===== config.mk =====
export PLATFORM = sky130hd
export DESIGN_NAME = ets_phase_stepper_flat
export DESIGN_NICKNAME = d
export VERILOG_FILES = /design/src/rtl/ets_phase_stepper_if.sv /design/src/rtl/ets_phase_stepper.sv /design/src/flat_wrapper.sv
export SDC_FILE = /design/constraint.sdc
export NUM_CORES = 1
export LEC_CHECK = 0
export CORE_ASPECT_RATIO = 0.8
export CORE_UTILIZATION = 45
export CTS_BUF_LIST = sky130_fd_sc_hd__clkbuf_8
export CTS_CLUSTER_DIAMETER = 30
export DETAILED_ROUTE_END_ITERATION = 10
export PLACE_DENSITY = 0.66
export SLEW_MARGIN = 40
export SYNTH_ARGS = -nofsm -noshare
export SYNTH_HDL_FRONTEND = slang
export SYNTH_SLANG_ARGS = --single-unit

===== constraint.sdc =====
create_clock -name ps_clk -period 2.9 [get_ports ps_clk]
set_clock_uncertainty 0.1 [all_clocks]
set_input_delay 0.58 -clock ps_clk [delete_from_list [all_inputs] [get_ports ps_clk]]
set_output_delay 0.58 -clock ps_clk [all_outputs]
set_load 0.02 [all_outputs]

===== src/rtl/ets_phase_stepper_if.sv =====
// Control/status and fine-phase-shift handshake bundle for ets_phase_stepper.
// master = stepper side (drives ps_shift and status); slave = host/generator side.
interface ets_phase_stepper_if #(
    parameter int POS_W   = 10,
    parameter int CNT_W   = 16,
    parameter int DWELL_W = 16
);
    logic               start;
    logic               abort;
    logic               dir;
    logic [CNT_W-1:0]   step_count;
    logic [DWELL_W-1:0] dwell;
    logic               ps_done;
    logic               ps_shift;
    logic               ps_incdec;
    logic               busy;
    logic               sample_strobe;
    logic               wrap;
    logic [POS_W-1:0]   phase_pos;
    logic               done;
    logic               error;

    modport master (
        input  start, abort, dir, step_count, dwell, ps_done,
        output ps_shift, ps_incdec, busy, sample_strobe, wrap, phase_pos, done, error
    );

    modport slave (
        output start, abort, dir, step_count, dwell, ps_done,
        input  ps_shift, ps_incdec, busy, sample_strobe, wrap, phase_pos, done, error
    );
endinterface


===== src/rtl/ets_phase_stepper.sv =====
// Equivalent-time phase-sweep sequencer: issues ps_shift/ps_done steps, dwells, strobes; all outputs registered.
// Handshake waits on ps_done indefinitely unless ETS_STEPPER_TIMEOUT_EN adds a per-phase watchdog.
module ets_phase_stepper #(
    parameter int STEPS_PER_CYCLE = 672,
    parameter int POS_W           = 10,
    parameter int CNT_W           = 16,
    parameter int DWELL_W         = 16,
    parameter int TIMEOUT         = 1024
) (
    input  logic                ps_clk,
    input  logic                reset,
    ets_phase_stepper_if.master bus
);
    localparam logic [POS_W-1:0] POS_MAX = POS_W'(STEPS_PER_CYCLE - 1);

    typedef enum logic [2:0] {IDLE, REQ, ACK, REL, DWELL} state_t;

    state_t             state, state_n;
    logic               dir_q;
    logic [CNT_W-1:0]   rem;
    logic [DWELL_W-1:0] dwell_q;
    logic [DWELL_W-1:0] dcnt;
    logic               abort_pend;
    logic [POS_W-1:0]   pos;
    logic               ps_shift_q;
    logic               incdec_q;
    logic               busy_q;
    logic               strobe_q;
    logic               wrap_q;
    logic               done_q;
    logic               error_q;

    logic               accept;
    logic               step_fin;
    logic               strobe_n;
    logic               done_n;
    logic               to_hit;
    logic               expire;

    always_ff @(posedge ps_clk or posedge reset) begin
        if (reset) state <= IDLE;
        else       state <= state_n;
    end

    always_comb begin
        state_n  = state;
        accept   = 1'b0;
        step_fin = 1'b0;
        strobe_n = 1'b0;
        done_n   = 1'b0;
        expire   = 1'b0;
        case (state)
            IDLE: begin
                // start beats a simultaneous abort
                if (bus.start) begin
                    accept = 1'b1;
                    if (bus.step_count == '0) done_n  = 1'b1;
                    else                      state_n = REQ;
                end else if (bus.abort) begin
                    done_n = 1'b1;
                end
            end
            REQ: state_n = ACK;
            ACK: begin
                if (bus.ps_done) begin
                    state_n = REL;
                end else if (to_hit) begin
                    expire  = 1'b1;
                    done_n  = 1'b1;
                    state_n = IDLE;
                end
            end
            REL: begin
                if (!bus.ps_done) begin
                    step_fin = 1'b1;
                    if (abort_pend || bus.abort) begin
                        done_n  = 1'b1;
                        state_n = IDLE;
                    end else begin
                        state_n = DWELL;
                    end
                end else if (to_hit) begin
                    expire  = 1'b1;
                    done_n  = 1'b1;
                    state_n = IDLE;
                end
            end
            DWELL: begin
                if (bus.abort) begin
                    done_n  = 1'b1;
                    state_n = IDLE;
                end else if (dcnt == '0) begin
                    strobe_n = 1'b1;
                    if (rem == '0) begin
                        done_n  = 1'b1;
                        state_n = IDLE;
                    end else begin
                        state_n = REQ;
                    end
                end
            end
            default: state_n = IDLE;
        endcase
    end

    always_ff @(posedge ps_clk or posedge reset) begin
        if (reset) begin
            dir_q      <= 1'b0;
            rem        <= '0;
            dwell_q    <= '0;
            dcnt       <= '0;
            abort_pend <= 1'b0;
            pos        <= '0;
            ps_shift_q <= 1'b0;
            incdec_q   <= 1'b0;
            busy_q     <= 1'b0;
            strobe_q   <= 1'b0;
            wrap_q     <= 1'b0;
            done_q     <= 1'b0;
        end else begin
            done_q   <= done_n;
            strobe_q <= strobe_n;
            wrap_q   <= 1'b0;
            busy_q   <= (state != IDLE) && (state_n != IDLE);
            // Shift level follows the state one cycle late, so it falls the cycle after ps_done is seen
            ps_shift_q <= (state == REQ) || ((state == ACK) && !expire);
            if (state == REQ) incdec_q <= dir_q;

            if (accept) begin
                dir_q      <= bus.dir;
                rem        <= bus.step_count;
                dwell_q    <= bus.dwell;
                abort_pend <= 1'b0;
            end else if (state_n == IDLE) begin
                abort_pend <= 1'b0;
            end else if (bus.abort && (state == REQ || state == ACK || state == REL)) begin
                abort_pend <= 1'b1;
            end

            if (step_fin) begin
                rem  <= rem - CNT_W'(1);
                dcnt <= dwell_q;
                if (dir_q) begin
                    pos    <= (pos == POS_MAX) ? '0 : pos + POS_W'(1);
                    wrap_q <= (pos == POS_MAX);
                end else begin
                    pos    <= (pos == '0) ? POS_MAX : pos - POS_W'(1);
                    wrap_q <= (pos == '0);
                end
            end else if (state == DWELL && dcnt != '0) begin
                dcnt <= dcnt - DWELL_W'(1);
            end
        end
    end

`ifdef ETS_STEPPER_TIMEOUT_EN
    localparam int TO_W = $clog2(TIMEOUT + 1);

    logic [TO_W-1:0] to_cnt;

    // Restarts on every state change so ACK and REL each get the full budget
    always_ff @(posedge ps_clk or posedge reset) begin
        if (reset) begin
            to_cnt  <= '0;
            error_q <= 1'b0;
        end else begin
            if (state_n != state)                  to_cnt <= '0;
            else if (state == ACK || state == REL) to_cnt <= to_cnt + TO_W'(1);
            if (accept)      error_q <= 1'b0;
            else if (expire) error_q <= 1'b1;
        end
    end

    assign to_hit = (state == ACK || state == REL) && (to_cnt == TO_W'(TIMEOUT - 1));
`else
    logic unused_timeout_cfg;
    assign unused_timeout_cfg = (TIMEOUT != 0);
    assign to_hit             = 1'b0;
    assign error_q            = 1'b0;
`endif

    assign bus.ps_shift      = ps_shift_q;
    assign bus.ps_incdec     = incdec_q;
    assign bus.busy          = busy_q;
    assign bus.sample_strobe = strobe_q;
    assign bus.wrap          = wrap_q;
    assign bus.phase_pos     = pos;
    assign bus.done          = done_q;
    assign bus.error         = error_q;
endmodule


===== src/flat_wrapper.sv =====
// flat-port wrapper written by rule: the top's interface ports become plain ports
module ets_phase_stepper_flat 
#(
    parameter int STEPS_PER_CYCLE = 672,
    parameter int POS_W           = 10,
    parameter int CNT_W           = 16,
    parameter int DWELL_W         = 16,
    parameter int TIMEOUT         = 1024
)
  (ps_clk, reset, bus_start, bus_abort, bus_dir, bus_step_count, bus_dwell, bus_ps_done, bus_ps_shift, bus_ps_incdec, bus_busy, bus_sample_strobe, bus_wrap, bus_phase_pos, bus_done, bus_error);
  ets_phase_stepper_if #(.POS_W(POS_W), .CNT_W(CNT_W), .DWELL_W(DWELL_W)) bus_i ();
  input  logic ps_clk;
  input  logic reset;
  input wire logic [$bits(bus_i.start)-1:0] bus_start;
  input wire logic [$bits(bus_i.abort)-1:0] bus_abort;
  input wire logic [$bits(bus_i.dir)-1:0] bus_dir;
  input wire logic [$bits(bus_i.step_count)-1:0] bus_step_count;
  input wire logic [$bits(bus_i.dwell)-1:0] bus_dwell;
  input wire logic [$bits(bus_i.ps_done)-1:0] bus_ps_done;
  output wire logic [$bits(bus_i.ps_shift)-1:0] bus_ps_shift;
  output wire logic [$bits(bus_i.ps_incdec)-1:0] bus_ps_incdec;
  output wire logic [$bits(bus_i.busy)-1:0] bus_busy;
  output wire logic [$bits(bus_i.sample_strobe)-1:0] bus_sample_strobe;
  output wire logic [$bits(bus_i.wrap)-1:0] bus_wrap;
  output wire logic [$bits(bus_i.phase_pos)-1:0] bus_phase_pos;
  output wire logic [$bits(bus_i.done)-1:0] bus_done;
  output wire logic [$bits(bus_i.error)-1:0] bus_error;
  assign bus_i.start = bus_start;
  assign bus_i.abort = bus_abort;
  assign bus_i.dir = bus_dir;
  assign bus_i.step_count = bus_step_count;
  assign bus_i.dwell = bus_dwell;
  assign bus_i.ps_done = bus_ps_done;
  assign bus_ps_shift = bus_i.ps_shift;
  assign bus_ps_incdec = bus_i.ps_incdec;
  assign bus_busy = bus_i.busy;
  assign bus_sample_strobe = bus_i.sample_strobe;
  assign bus_wrap = bus_i.wrap;
  assign bus_phase_pos = bus_i.phase_pos;
  assign bus_done = bus_i.done;
  assign bus_error = bus_i.error;
  ets_phase_stepper #(.STEPS_PER_CYCLE(STEPS_PER_CYCLE), .POS_W(POS_W), .CNT_W(CNT_W), .DWELL_W(DWELL_W), .TIMEOUT(TIMEOUT)) u_core (.ps_clk(ps_clk), .reset(reset), .bus(bus_i));
endmodule

# Yosys cells after proc, flatten, opt, wreduce, memory -nomap -nowiden

Index checks and enable logic that the tools add are counted.

Bits in registers: 69
Latch bits: 0
RAM bits: 0
Bits in read-only memories: 0
Input port bits: 38
Output and inout port bits: 17
Memories: 0

Add/sub/neg operators: 4
Multipliers: 0
Divide/modulo/power cells: 0
Order comparisons: 0
Eq/ne operators: 5
Shift-type cells: 0
Muxes and demuxes: 37
Bitwise gates (word level): 0
Reductions and logical operators: 18

Operator list:

| cell                    | number |
|---|---|
| $mux W16                | 4 |
| $logic_not A16 Y1       | 3 |
| $sub A16 B1 Y16 const B | 2 |
| $mux W10                | 3 |
| $mux W1                 | 21 |
| $mux W3                 | 7 |
| $reduce_bool A16 Y1     | 1 |
| $pmux W3 S5             | 1 |
| $add A10 B1 Y10 const B | 1 |
| $eq A10 B10 Y1 const B  | 1 |
| $logic_not A10 Y1       | 1 |
| $sub A10 B1 Y10 const B | 1 |
| $reduce_bool A3 Y1      | 3 |
| $eq A3 B2 Y1 const B    | 2 |
| $logic_not A3 Y1        | 2 |
| $reduce_bool A2 Y1      | 2 |
| $eq A3 B1 Y1 const B    | 1 |
| $eq A3 B3 Y1 const B    | 1 |
| $logic_and A1 B1 Y1     | 3 |
| $logic_or A1 B1 Y1      | 3 |
| $pmux W1 S3             | 1 |

# Logic depth before layout (Yosys ltp)

Gate-level depths: netlist of run 1.

Depth in word-level cells: 8
Depth in mapped cells: 9
Depth with buffers taken out: 7

# Worst setup path before layout of run 1

No wires, ideal clock.

Kind: flip-flop to flip-flop
Start: register u_core.pos[0], in the netlist u_core.bus.phase_pos[0]
End: register u_core.pos[5], in the netlist u_core.bus.phase_pos[5]
Library setup time: 0.141 ns
Arrival time: 2.051 ns
Data required time: 2.659 ns
Slack: 0.608 ns
Stages on the path, launching flop included: 9
Buffers on the path: 2
Cells stage by stage: dfrtp_1 -> inv_1 -> ha_1 -> or4b_1 -> buf_2 -> or3_1 -> buf_2 -> a211oi_1 -> a31oi_1

Word-level cells in the longest chain between the ends: 3
Elaborated cells between the ends (all ways): 7
Classes of those cells: add/sub (2); eq/ne (1); mux (3); reduce/logical (1)

Ends and longest elaborated chain:

| element                                       | RTL line                                           | source |
|---|---|---|
| start: declaration                            | ets_phase_stepper.sv:24                            | `logic [POS_W-1:0] pos;` |
| start signal: assignment                      | ets_phase_stepper.sv:144                           | `pos <= (pos == POS_MAX) ? '0 : pos + POS_W'(1);` |
| start signal: assignment                      | ets_phase_stepper.sv:147                           | `pos <= (pos == '0) ? POS_MAX : pos - POS_W'(1);` |
| $sub A10 B1 Y10, or another cell as far along | ets_phase_stepper.sv:147                           |  |
| $mux W10, on equally long branches            | ets_phase_stepper.sv:147, ets_phase_stepper.sv:144 |  |
| $mux W10 (*)                                  | ets_phase_stepper.sv:143                           | `if (dir_q) begin` |

Mark *: on every way between the ends. The rest lies on a longest branch, timed or not.
A chain may end at the register's enable or synchronous reset.

# Worst setup path after layout of run 1

Start: register u_core.rem[2]
End: register u_core.abort_pend

Word-level cells in the longest chain between the ends: 8
Elaborated cells between the ends (all ways): 9
Classes of those cells: mux (6); reduce/logical (3)

Ends and longest elaborated chain:

| element                  | RTL line                 | source |
|---|---|---|
| start: declaration       | ets_phase_stepper.sv:20  | `logic [CNT_W-1:0] rem;` |
| start signal: assignment | ets_phase_stepper.sv:131 | `rem <= bus.step_count;` |
| start signal: assignment | ets_phase_stepper.sv:141 | `rem <= rem - CNT_W'(1);` |
| $logic_not A16 Y1 (*)    | ets_phase_stepper.sv:94  | `if (rem == '0) begin` |
| $mux W1 (*)              | ets_phase_stepper.sv:94  |  |
| $mux W3 (*)              | ets_phase_stepper.sv:92  | `end else if (dcnt == '0) begin` |
| $mux W3 (*)              | ets_phase_stepper.sv:89  | `if (bus.abort) begin` |
| $pmux W3 S5 (*)          | ets_phase_stepper.sv:52  | `case (state)` |
| $logic_not A3 Y1 (*)     | ets_phase_stepper.sv:134 | `end else if (state_n == IDLE) begin` |
| $mux W1                  | ets_phase_stepper.sv:134 |  |
| $mux W1                  | ets_phase_stepper.sv:129 | `if (accept) begin` |
| end signal: assignment   | ets_phase_stepper.sv:133 | `abort_pend <= 1'b0;` |
| end signal: assignment   | ets_phase_stepper.sv:135 | `abort_pend <= 1'b0;` |
| end signal: assignment   | ets_phase_stepper.sv:137 | `abort_pend <= 1'b1;` |
| end: declaration         | ets_phase_stepper.sv:23  | `logic abort_pend;` |

Marks and branches as above.

==> key figures, run 1 <==
Synthesis
  – Mapped Cells: about 450
  – Post-synthesis mux area share: about 1.8%
  – Synth area leader: dfrtp_1
  – Cell variety after synth: 70
  – Sequential share of the synthesized area: between 40 and 50%
  – Compound-gate portion of the synthesized area: a little under a fifth
  – Flops & latches, synth: 69
  – Fraction of registers with async set or reset after synthesis: 100.0%
  – Largest family of logic cells by synthesized area: simple AND/OR/NAND/NOR gates
  – Number of synthesized flops with an enable pin: 0
  – Synth Warn #: 0
  – XOR/XNOR Fraction of Synth Area: 1.118%
  – Syn Area/Cell: 8.626 sq um
  – Simple-Gate Fraction of Synth Area: 28.69%
  – Share of the synthesized area in the top cell type: between 40% and 50%
  – Synthesized area: 3916 sq um
  – Top FF cell, synth: dfrtp_1
  – Syn Nets: just under 500
  – Synth area leaders: dfrtp_1 44%, nand2_1 8.1%, o21ai_0 3.5%
  – Synth Area in Adders: about 1.3%

Final layout
  – Multi-input logic area: a little over 2000 sq um
  – Register area: 1727 sq um
  – Layout cells sized above 1: 10.57%
  – Layout area overhead: 23.93%
  – Inserted Diodes: 0
  – Final net count: about 550
  – Fillers: 783

Floorplan
  – Initial Util: 46.37%
  – Die area: 9082 sq um
  – Die Y: around 85 microns
  – Row count: 30
  – Core area: roughly 8400 sq um
  – Die W: between 100 and 150 microns
  – Ports: 55

Route
  – Drt pass-1 iters: 5
  – DRC violations left: 0
  – Initial DRC count: a little over 200
  – Total wire length: 9.940 mm
  – Routed WL per cell: 15.96 microns
  – Vias: 3,585
  – Routed Antenna Nets: 0
  – Vias per std cell: approximately 5.8

Run
  – Max capacitance violation total: 0

CTS
  – CTS resizes: 0
  – H-tree levels: 3
  – CTS Buffer Depth: 2
  – Cts hold-fix bufs: 0
  – Root Buffer: clkbuf_8
  – CTS Buf Count: 9
  – CTS tree: done
  – Post-CTS setup buffer count: 0
  – Clock network latency to the later pin of the worst-skew pair: 380 ps
  – Clock tree sinks: 69
  – Clock transition at path regs: 70 ps

Outcome
  – Status: finished clean

Pwr
  – Leak Pwr: roughly 2 nW
  – Logic pwr share: between 30% and 40%
  – Net Sw Power: ~0.0018 W
  – Peak VDD IR: 529.2 uV
  – PD cells: 938.2 nW/um^2
  – Net Sw Frac: just over 40%
  – Sequential Power Share: between 40% and 50%
  – Pint: about 0.0027 W
  – Clock power frac: approximately 20%

Critical path
  – Startpoint Class: flip-flop
  – Worst Path Required: a little over 3000 ps
  – Critical Path End Type: flip-flop
  – WS Path Type: flip-flop to flip-flop
  – CP Data Arrival Time: between 2000 and 3000 ps
  – Crit path max fanout: 6

Global routing
  – Tot GR Track Use: around a quarter
  – First-pass GRT wire length: approximately 17 mm
  – Congestion Overflow GR: 0
  – Initial antenna violation count: 0
  – Number of global-route vias before repair: 3,378
  – Largest net degree at the start of global routing: 70

STA
  – Final setup vio count: 0
  – Worst-margin pin slew: 527.9 ps
  – Final hold slack: 374.5 ps
  – Crit share post-route: 83.43%
  – Fmax: roughly 0.41 GHz
  – RSZ-0062 raised after global routing: false
  – Tmin final: 2419 ps
  – Setup TNS: 0 ps
  – Slew margin rel.: 64.81%
  – Pins Over Slew Limit: 0
  – Hold Fails Final Rpt: 0

Placed design
  – GP Congestion: approximately 0.86
  – Port bufs: between 50 and 60
  – Post-DP HPWL: a little under 7 mm

Worst hold path
  – Worst min-delay path class: flip-flop to flip-flop
[layout by cell type (no fill, tap or decap), types with 7 or more instances in the layout]
cell             count
nand2_1             84
dfrtp_1             69
clkdlybuf4s50_1     53
nor2_1              35
o21ai_0             27
nor3_1              23
nand3_1             17
buf_4               16
a21oi_1             15
inv_1               13
nor4_1              11
clkbuf_8            11
nand4_1              8
or3_1                7
[logic make-up (layout without fill, tap and decap cells)]
family | count (synthesis) | after routing
fa+ha+maj | 4 | 4
compound gates | 103 | 103
other cells | 1 | 1
xor+xnor | 5 | 5
flops | 69 | 69
simple gates | 222 | 222
buf+inv | 43 | 100
mux | 7 | 7
[registers in the layout (all words and copies together), names as in the netlist]
| signal | flops |
|---|---|
| u_core.bus.busy | 1 |
| u_core.rem | 16 |
| u_core.dir_q | 1 |
| u_core.bus.sample_strobe | 1 |
| u_core.state | 3 |
| u_core.bus.ps_incdec | 1 |
| u_core.bus.done | 1 |
| u_core.bus.ps_shift | 1 |
| u_core.abort_pend | 1 |
| u_core.dcnt | 16 |
| u_core.bus.wrap | 1 |
| u_core.bus.phase_pos | 10 |
| u_core.dwell_q | 16 |
[stage by stage]
step	worst slack (ps)	util [%]	instance area [sq um]	total power [W]	std cells
2_1_floorplan	480.1	-	3916	0.002995	454
3_3_place_gp	394.2	54.80	4628	0.003571	607
3_5_place_dp	365.8	54.80	4628	0.003641	607
4_1_cts	523.1	57.47	4853	0.004568	623
5_1_grt	305.0	57.47	4853	0.004896	623
6_report	480.5	57.47	4853	0.004554	623
[cell usage after synthesis, types with 3 or more instances]
| cell type | count |
|---|---|
| a211oi_1 | 4 |
| a21oi_1 | 15 |
| a221o_1 | 5 |
| a22oi_1 | 6 |
| a31o_2 | 3 |
| a31oi_1 | 3 |
| and2_1 | 5 |
| and3_1 | 6 |
| buf_1 | 4 |
| buf_2 | 6 |
| clkbuf_1 | 17 |
| dfrtp_1 | 69 |
| ha_1 | 4 |
| inv_1 | 13 |
| mux2i_1 | 6 |
| nand2_1 | 84 |
| nand2b_1 | 3 |
| nand3_1 | 17 |
| nand4_1 | 8 |
| nor2_1 | 35 |
| nor3_1 | 23 |
| nor4_1 | 11 |
| o211ai_1 | 6 |
| o21a_1 | 4 |
| o21ai_0 | 27 |
| o22ai_1 | 3 |
| o311ai_0 | 5 |
| or3_1 | 7 |
| or4_1 | 3 |
| xor2_1 | 3 |
[layer usage]
layer / track usage [%] / up-vias / routed length [microns]
met5: 0 / - / 0
met4: 8.081 / 0 / 132
met3: 6.375 / 12 / 581
met2: 35.01 / 106 / 4262
met1: 34.39 / 1718 / 4964
li1: - / 1749 / -
[final timing paths]
kind                                    from                 to  slack (ps)  cells past startpoint
max                            u_core.rem[2]  u_core.abort_pend         480                      5
min                        u_core.dwell_q[4]  u_core.dwell_q[4]         370                      2
max reg2reg                    u_core.rem[2]  u_core.abort_pend         480                      5
min reg2reg                u_core.dwell_q[4]  u_core.dwell_q[4]         370                      2
max in group asynchronous              reset      u_core.rem[2]        1890                      3
min in group asynchronous              reset  u_core.dwell_q[4]         490                      3
[power by group through the flow]
stage	registers [W]	logic, W	clock network (W)
final	0.00192	0.00172	0.000907
after global routing	0.00200	0.00193	0.000963
after CTS	0.00191	0.00173	0.000927
after detailed placement	0.00192	0.00173	0
after global placement	0.00190	0.00167	0
after floorplan	0.00178	0.00122	0
[critical path, stage by stage, from the launching register on]
cell	delay, ps
dfrtp_1	450
nor4_2	440
nand3b_1	280
or4b_1	620
a21oi_1	270
a22oi_1	130
[cell type report]
class,count,share of cell area (%)
well taps,112,2.887
multi-input cells,342,42.00
flip-flops and latches,69,35.58
repair buffers,70,13.82
clock buffers,11,3.119
inverters,14,1.083
clock inverters,5,1.521
(Power assumes the default switching activity.)
==> run 2: changes to the inputs <==
Settings changed: PLACE_DENSITY 0.66 to 0.68.
Clock period 2.9 ns to 2.1 ns, I/O delays scaled along.
==> key figures, run 2 (synthesis results as in run 1) <==
Floorplan
  – Ports: between 50 and 60
  – Die area: 9082 sq um
  – Row count: 30
  – Initial Util: a little under half
  – Core area: around 8400 sq um
  – Die W: about 110 microns
  – Die Y: between 80 and 90 microns

Pwr
  – Total power: 0.006795 W
  – Leak Pwr: 2.373 nW
  – Peak VDD IR: 849.0 uV
  – PD cells: about 1200 nW/um^2

Run
  – Max capacitance violation total: 0

Route
  – Routed Antenna Nets: 0
  – Vias: 3,944
  – Drt pass-1 iters: 5
  – DRC violations left: 0
  – Total wire length: 11.17 mm
  – Vias per std cell: between 5 and 6
  – Initial DRC count: between 150 and 200
  – Routed WL per cell: between 15 and 20 microns

STA
  – Final hold slack: 323.3 ps
  – Pins Over Slew Limit: 0
  – Final setup vio count: 1
  – Fmax: around 0.47 GHz
  – Tmin final: 2127 ps
  – Crit share post-route: 101.3%
  – Hold Fails Final Rpt: 0
  – Min setup slack post-route: -26.92 ps
  – RSZ-0062 raised after global routing: true

CTS
  – CTS Buf Count: 9
  – H-tree levels: 3
  – Clock transition at path regs: around 70 ps
  – Clock network latency to the later pin of the worst-skew pair: approximately 350 ps
  – Clock tree sinks: 69
  – CTS tree: done
  – Root Buffer: clkbuf_8
  – CTS Buffer Depth: 2

Placed design
  – Post-DP HPWL: between 7 and 8 mm
  – GP Congestion: 0.8769
  – Port bufs: between 50 and 60

Worst hold path
  – Worst min-delay path class: primary input to async pin

Final layout
  – Layout area overhead: 39.46%
  – Register area: about 1700 sq um
  – Layout cells sized above 1: 25.09%
  – Most common cell after layout, fill and taps aside: buf_4
  – Inserted Diodes: 0
  – Multi-input logic area: about 2100 sq um
  – Final net count: 624
  – Biggest regs: u_core.dcnt (16), u_core.dwell_q (16), u_core.rem (16)
  – Fillers: between 700 and 800
  – Most frequent cells in the layout: 91 x buf_4, 84 x nand2_1, 64 x dfrtp_1, 52 x clkdlybuf4s50_1, 35 x nor2_1

Critical path
  – Worst Path Required: about 2300 ps
  – Startpoint Class: flip-flop
  – WS Path Type: flip-flop to flip-flop
  – Crit path max fanout: 2
  – Critical Path End Type: flip-flop
  – CP Data Arrival Time: 2300 ps

Global routing
  – Initial antenna violation count: 0
  – Number of global-route vias before repair: roughly 3,700
  – Congestion Overflow GR: 0
  – First-pass GRT wire length: approximately 18 mm
  – Largest net degree at the start of global routing: 34
  – Tot GR Track Use: between 20% and 30%

Outcome
  – Failing checks: negative setup slack
  – Status: finished, violations left
## run 2: changes by cell type in the layout (fill, tap and decap cells not counted), moves of 2 or more
cell and change:
nor3_1 -2, nor4_1 -3, nor4_2 +3, nor3_2 +2, o21ai_0 -6, dfrtp_1 -5
or4b_1 -2, bufinv_16 -2, o21ai_1 +5, or4b_4 +2, dfrtp_2 +5, buf_4 +75
## run 2: area by class of cell
cell class / count / area share, %
clock buffer: 10 / 2.520
multi-input combinational: 342 / 38.83
inverter: 14 / 1.031
clock inverter: 5 / 0.3895
timing repair buffer: 146 / 22.93
tap: 112 / 2.566
sequential: 69 / 31.73
## run 2: worst paths after layout
| path | cells past startpoint | slack (ps) | endpoint | start |
|---|---|---|---|---|
| worst max-delay path | 5 | -30 | u_core.bus.done | u_core.rem[7] |
| worst min-delay path | 2 | 320 | u_core.dwell_q[2] | reset |
| worst max register to register | 5 | -30 | u_core.bus.done | u_core.rem[7] |
| worst min register to register | 2 | 380 | u_core.dwell_q[9] | u_core.dwell_q[9] |
| max in group asynchronous | 3 | 1060 | u_core.dwell_q[12] | reset |
| min in group ps_clk | 2 | 380 | u_core.dwell_q[9] | u_core.dwell_q[9] |
## run 2: power breakdown
group | switching, W | leakage, nW | internal [W]
sequential | 0.000522 | 0.831 | 0.00192
combinational | 0.00173 | 1.45 | 0.00171
clock | 0.000487 | 0.0957 | 0.000437
total | 0.00274 | 2.37 | 0.00406
## run 2: per-layer routing
metal | vias up | part of all wire (%) | track usage, %
met5 | - | 0 | 0
met4 | 0 | 1.3 | 8.965
met3 | 16 | 6.9 | 5.991
met2 | 157 | 44 | 37.13
met1 | 1860 | 47 | 38.30
li1 | 1911 | - | -
## run 2: timing repair
| action | CTS | global route |
|---|---|---|
| setup endpoints to repair | 5 | 29 |
| hold buffers | 0 | 0 |
| pin swaps | 0 | 1 |
| buffers inserted | 1 | 2 |
| resized for setup | 3 | 17 |
| gates cloned | 0 | 0 |
## run 2: critical path, stage by stage, from the launching register on
cell and delay (ps):
dfrtp_1 390, or3_4 400, or2_4 240, or4b_4 520, o31a_1 270, o21ai_2 140
## run 2: metrics by stage
stage               setup TNS [ps]  worst slack (ps)  cell area [sq um]  utilization [%]  instances
floorplan                   -172.6            -67.24               3943                -        454
global placement             -1795            -212.7               5209            61.67        680
detailed placement           -3975            -269.1               5209            61.67        680
CTS                         -5.396            -5.396               5381            63.72        696
global route                -56.25            -52.95               5461            64.67        698
finish                      -26.92            -26.92               5461            64.67        698
==> run 3: changes to the inputs <==
Settings changed: GPL_TIMING_DRIVEN set to 0.
==> key figures, run 3 (synthesis results as in run 1) <==
Outcome
  – Status: finished, violations left
  – Failing checks: negative setup slack

Route
  – Initial DRC count: between 200 and 300
  – DRC violations left: 0
  – Routed WL per cell: ~17 microns
  – Vias per std cell: approximately 5.9
  – Routed Antenna Nets: 0
  – Total wire length: 11.06 mm
  – Vias: 3,903
  – Drt pass-1 iters: 7

Floorplan
  – Die area: between 9000 and 10,000 sq um
  – Initial Util: between 40% and 50%
  – Die W: about 110 microns
  – Core area: between 8000 and 9000 sq um
  – Die Y: ~85 microns
  – Ports: 55
  – Row count: 30

Critical path
  – Worst Path Required: 2190 ps
  – Crit Reg-Reg Startpoint: u_core.bus.phase_pos[1]
  – CP Data Arrival Time: around 2200 ps
  – Worst-path cell chain: inv_2 -> ha_4 -> or4b_4 -> or3_4 -> a31oi_1 -> a31oi_1
  – Critical Path End Type: flip-flop
  – Startpoint Class: flip-flop
  – CP max stage delay: 500 ps
  – CP top delay family: simple AND/OR/NAND/NOR gates
  – R2R cell count: 6
  – Critical-path top delay cell: or4b_4
  – Critical path buffer and inverter count: 1
  – Critical Path Most Common Cell: a31oi_1
  – Reg-to-reg endpoint: u_core.bus.phase_pos[5]
  – Crit path max fanout: 6
  – R2R setup slack: -30 ps
  – WS Path Type: flip-flop to flip-flop

STA
  – Hold Fails Final Rpt: 0
  – Worst-margin pin slew: between 600 and 700 ps
  – Fmax: between 0.4 and 0.5 GHz
  – RSZ-0062 raised after global routing: true
  – Crit share post-route: 101.3%
  – Slew margin rel.: approximately 57%
  – Tmin final: around 2100 ps
  – Final setup vio count: 3
  – Min setup slack post-route: -27.65 ps
  – Pins Over Slew Limit: 0

CTS
  – CTS Buffer Depth: 2
  – CTS Buf Count: 9
  – H-tree levels: 3
  – Clock transition at path regs: around 70 ps
  – Cts hold-fix bufs: 0
  – Clock tree sinks: 69
  – Root Buffer: clkbuf_8
  – CTS tree: done
  – Clock network latency to the later pin of the worst-skew pair: between 300 and 400 ps

Worst hold path
  – Worst min-delay path class: primary input to async pin

Pwr
  – Total power: a little under 0.007 W
  – Leak Pwr: approximately 2.2 nW
  – Peak VDD IR: about 890 uV
  – PD cells: approximately 1300 nW/um^2

Final layout
  – Fillers: roughly 720
  – Most frequent cells in the layout: 83 x nand2_1, 65 x dfrtp_1, 53 x clkdlybuf4s50_1, 34 x nor2_1, 28 x buf_4
  – Most common cell after layout, fill and taps aside: nand2_1
  – Final net count: a little under 600
  – Layout cells sized above 1: 20.99%
  – Inserted Diodes: 0
  – Multi-input logic area: ~2200 sq um
  – Cell Count, Final, Fillers Out: 660
  – Register area: between 1500 and 2000 sq um
  – Biggest regs: u_core.dcnt (16), u_core.dwell_q (16), u_core.rem (16)
  – Layout area overhead: 35.56%

Placed design
  – GP Congestion: 0.8736
  – Port bufs: 53
  – Post-DP HPWL: 7.438 mm
  – Number of cells after detailed placement: about 620

Global routing
  – Congestion Overflow GR: 0
  – Initial antenna violation count: 0
  – First-pass GRT wire length: about 18 mm
  – Largest net degree at the start of global routing: 25
  – Number of global-route vias before repair: roughly 3,500
  – Tot GR Track Use: between 20% and 30%

Run
  – Max capacitance violation total: 0
[run 3: area by class of cell]
cell class / count / share of cell area (%)
multi-input combinational: 342 / 41.86
sequential: 69 / 32.62
timing repair buffer: 82 / 15.15
clock buffer: 12 / 3.111
buffer: 25 / 2.687
tap: 112 / 2.640
inverter: 14 / 1.061
clock inverter: 4 / 0.8720
[run 3: timing repair]
item / CTS / global route
pin swaps: 11 / 10
setup endpoints to repair: 63 / 44
endpoints found under the hold margin: 0 / 0
cloned: 0 / 0
buffers inserted: 14 / 12
gates resized for setup: 39 / 29
[run 3: worst max path at each step]
stage	to	from	depth (start not counted)
floorplan	u_core.bus.phase_pos[5]	u_core.bus.phase_pos[0]	8
global placement	u_core.bus.phase_pos[3]	bus_ps_done	7
detailed placement	u_core.bus.phase_pos[3]	bus_ps_done	7
CTS	u_core.bus.phase_pos[3]	u_core.bus.phase_pos[0]	8
global route	u_core.bus.phase_pos[5]	u_core.bus.phase_pos[0]	6
finish	u_core.bus.phase_pos[5]	u_core.bus.phase_pos[1]	6
[run 3: power by group]
part	internal, W	switching, W
clock network	0.000640	0.000511
logic	0.00144	0.00167
registers	0.00191	0.000626
[run 3: metrics by stage]
stage | util (%) | TNS (ps) | hold WS [ps] | worst slack, ps | cell area [sq um]
after detailed placement | 55.51 | -34250 | 366.8 | -820.9 | 4688
after CTS | 60.80 | -133.2 | 296.1 | -64.58 | 5135
after global routing | 62.86 | -295.3 | 327.6 | -111.6 | 5309
final | 62.86 | -46.85 | 299.8 | -27.65 | 5309
after global placement | 54.62 | -39810 | 363.8 | -809.8 | 4613
after floorplan | - | -172.6 | 340.4 | -67.24 | 3943
[run 3: routing by layer]
layer | global-route usage [%] | vias to the layer above | share of wire, %
met3 | 5.837 | 26 | 6.8
li1 | - | 1839 | -
met5 | 0 | - | 0
met4 | 7.071 | 0 | 1.5
met1 | 36.37 | 1863 | 47
met2 | 37.07 | 175 | 45
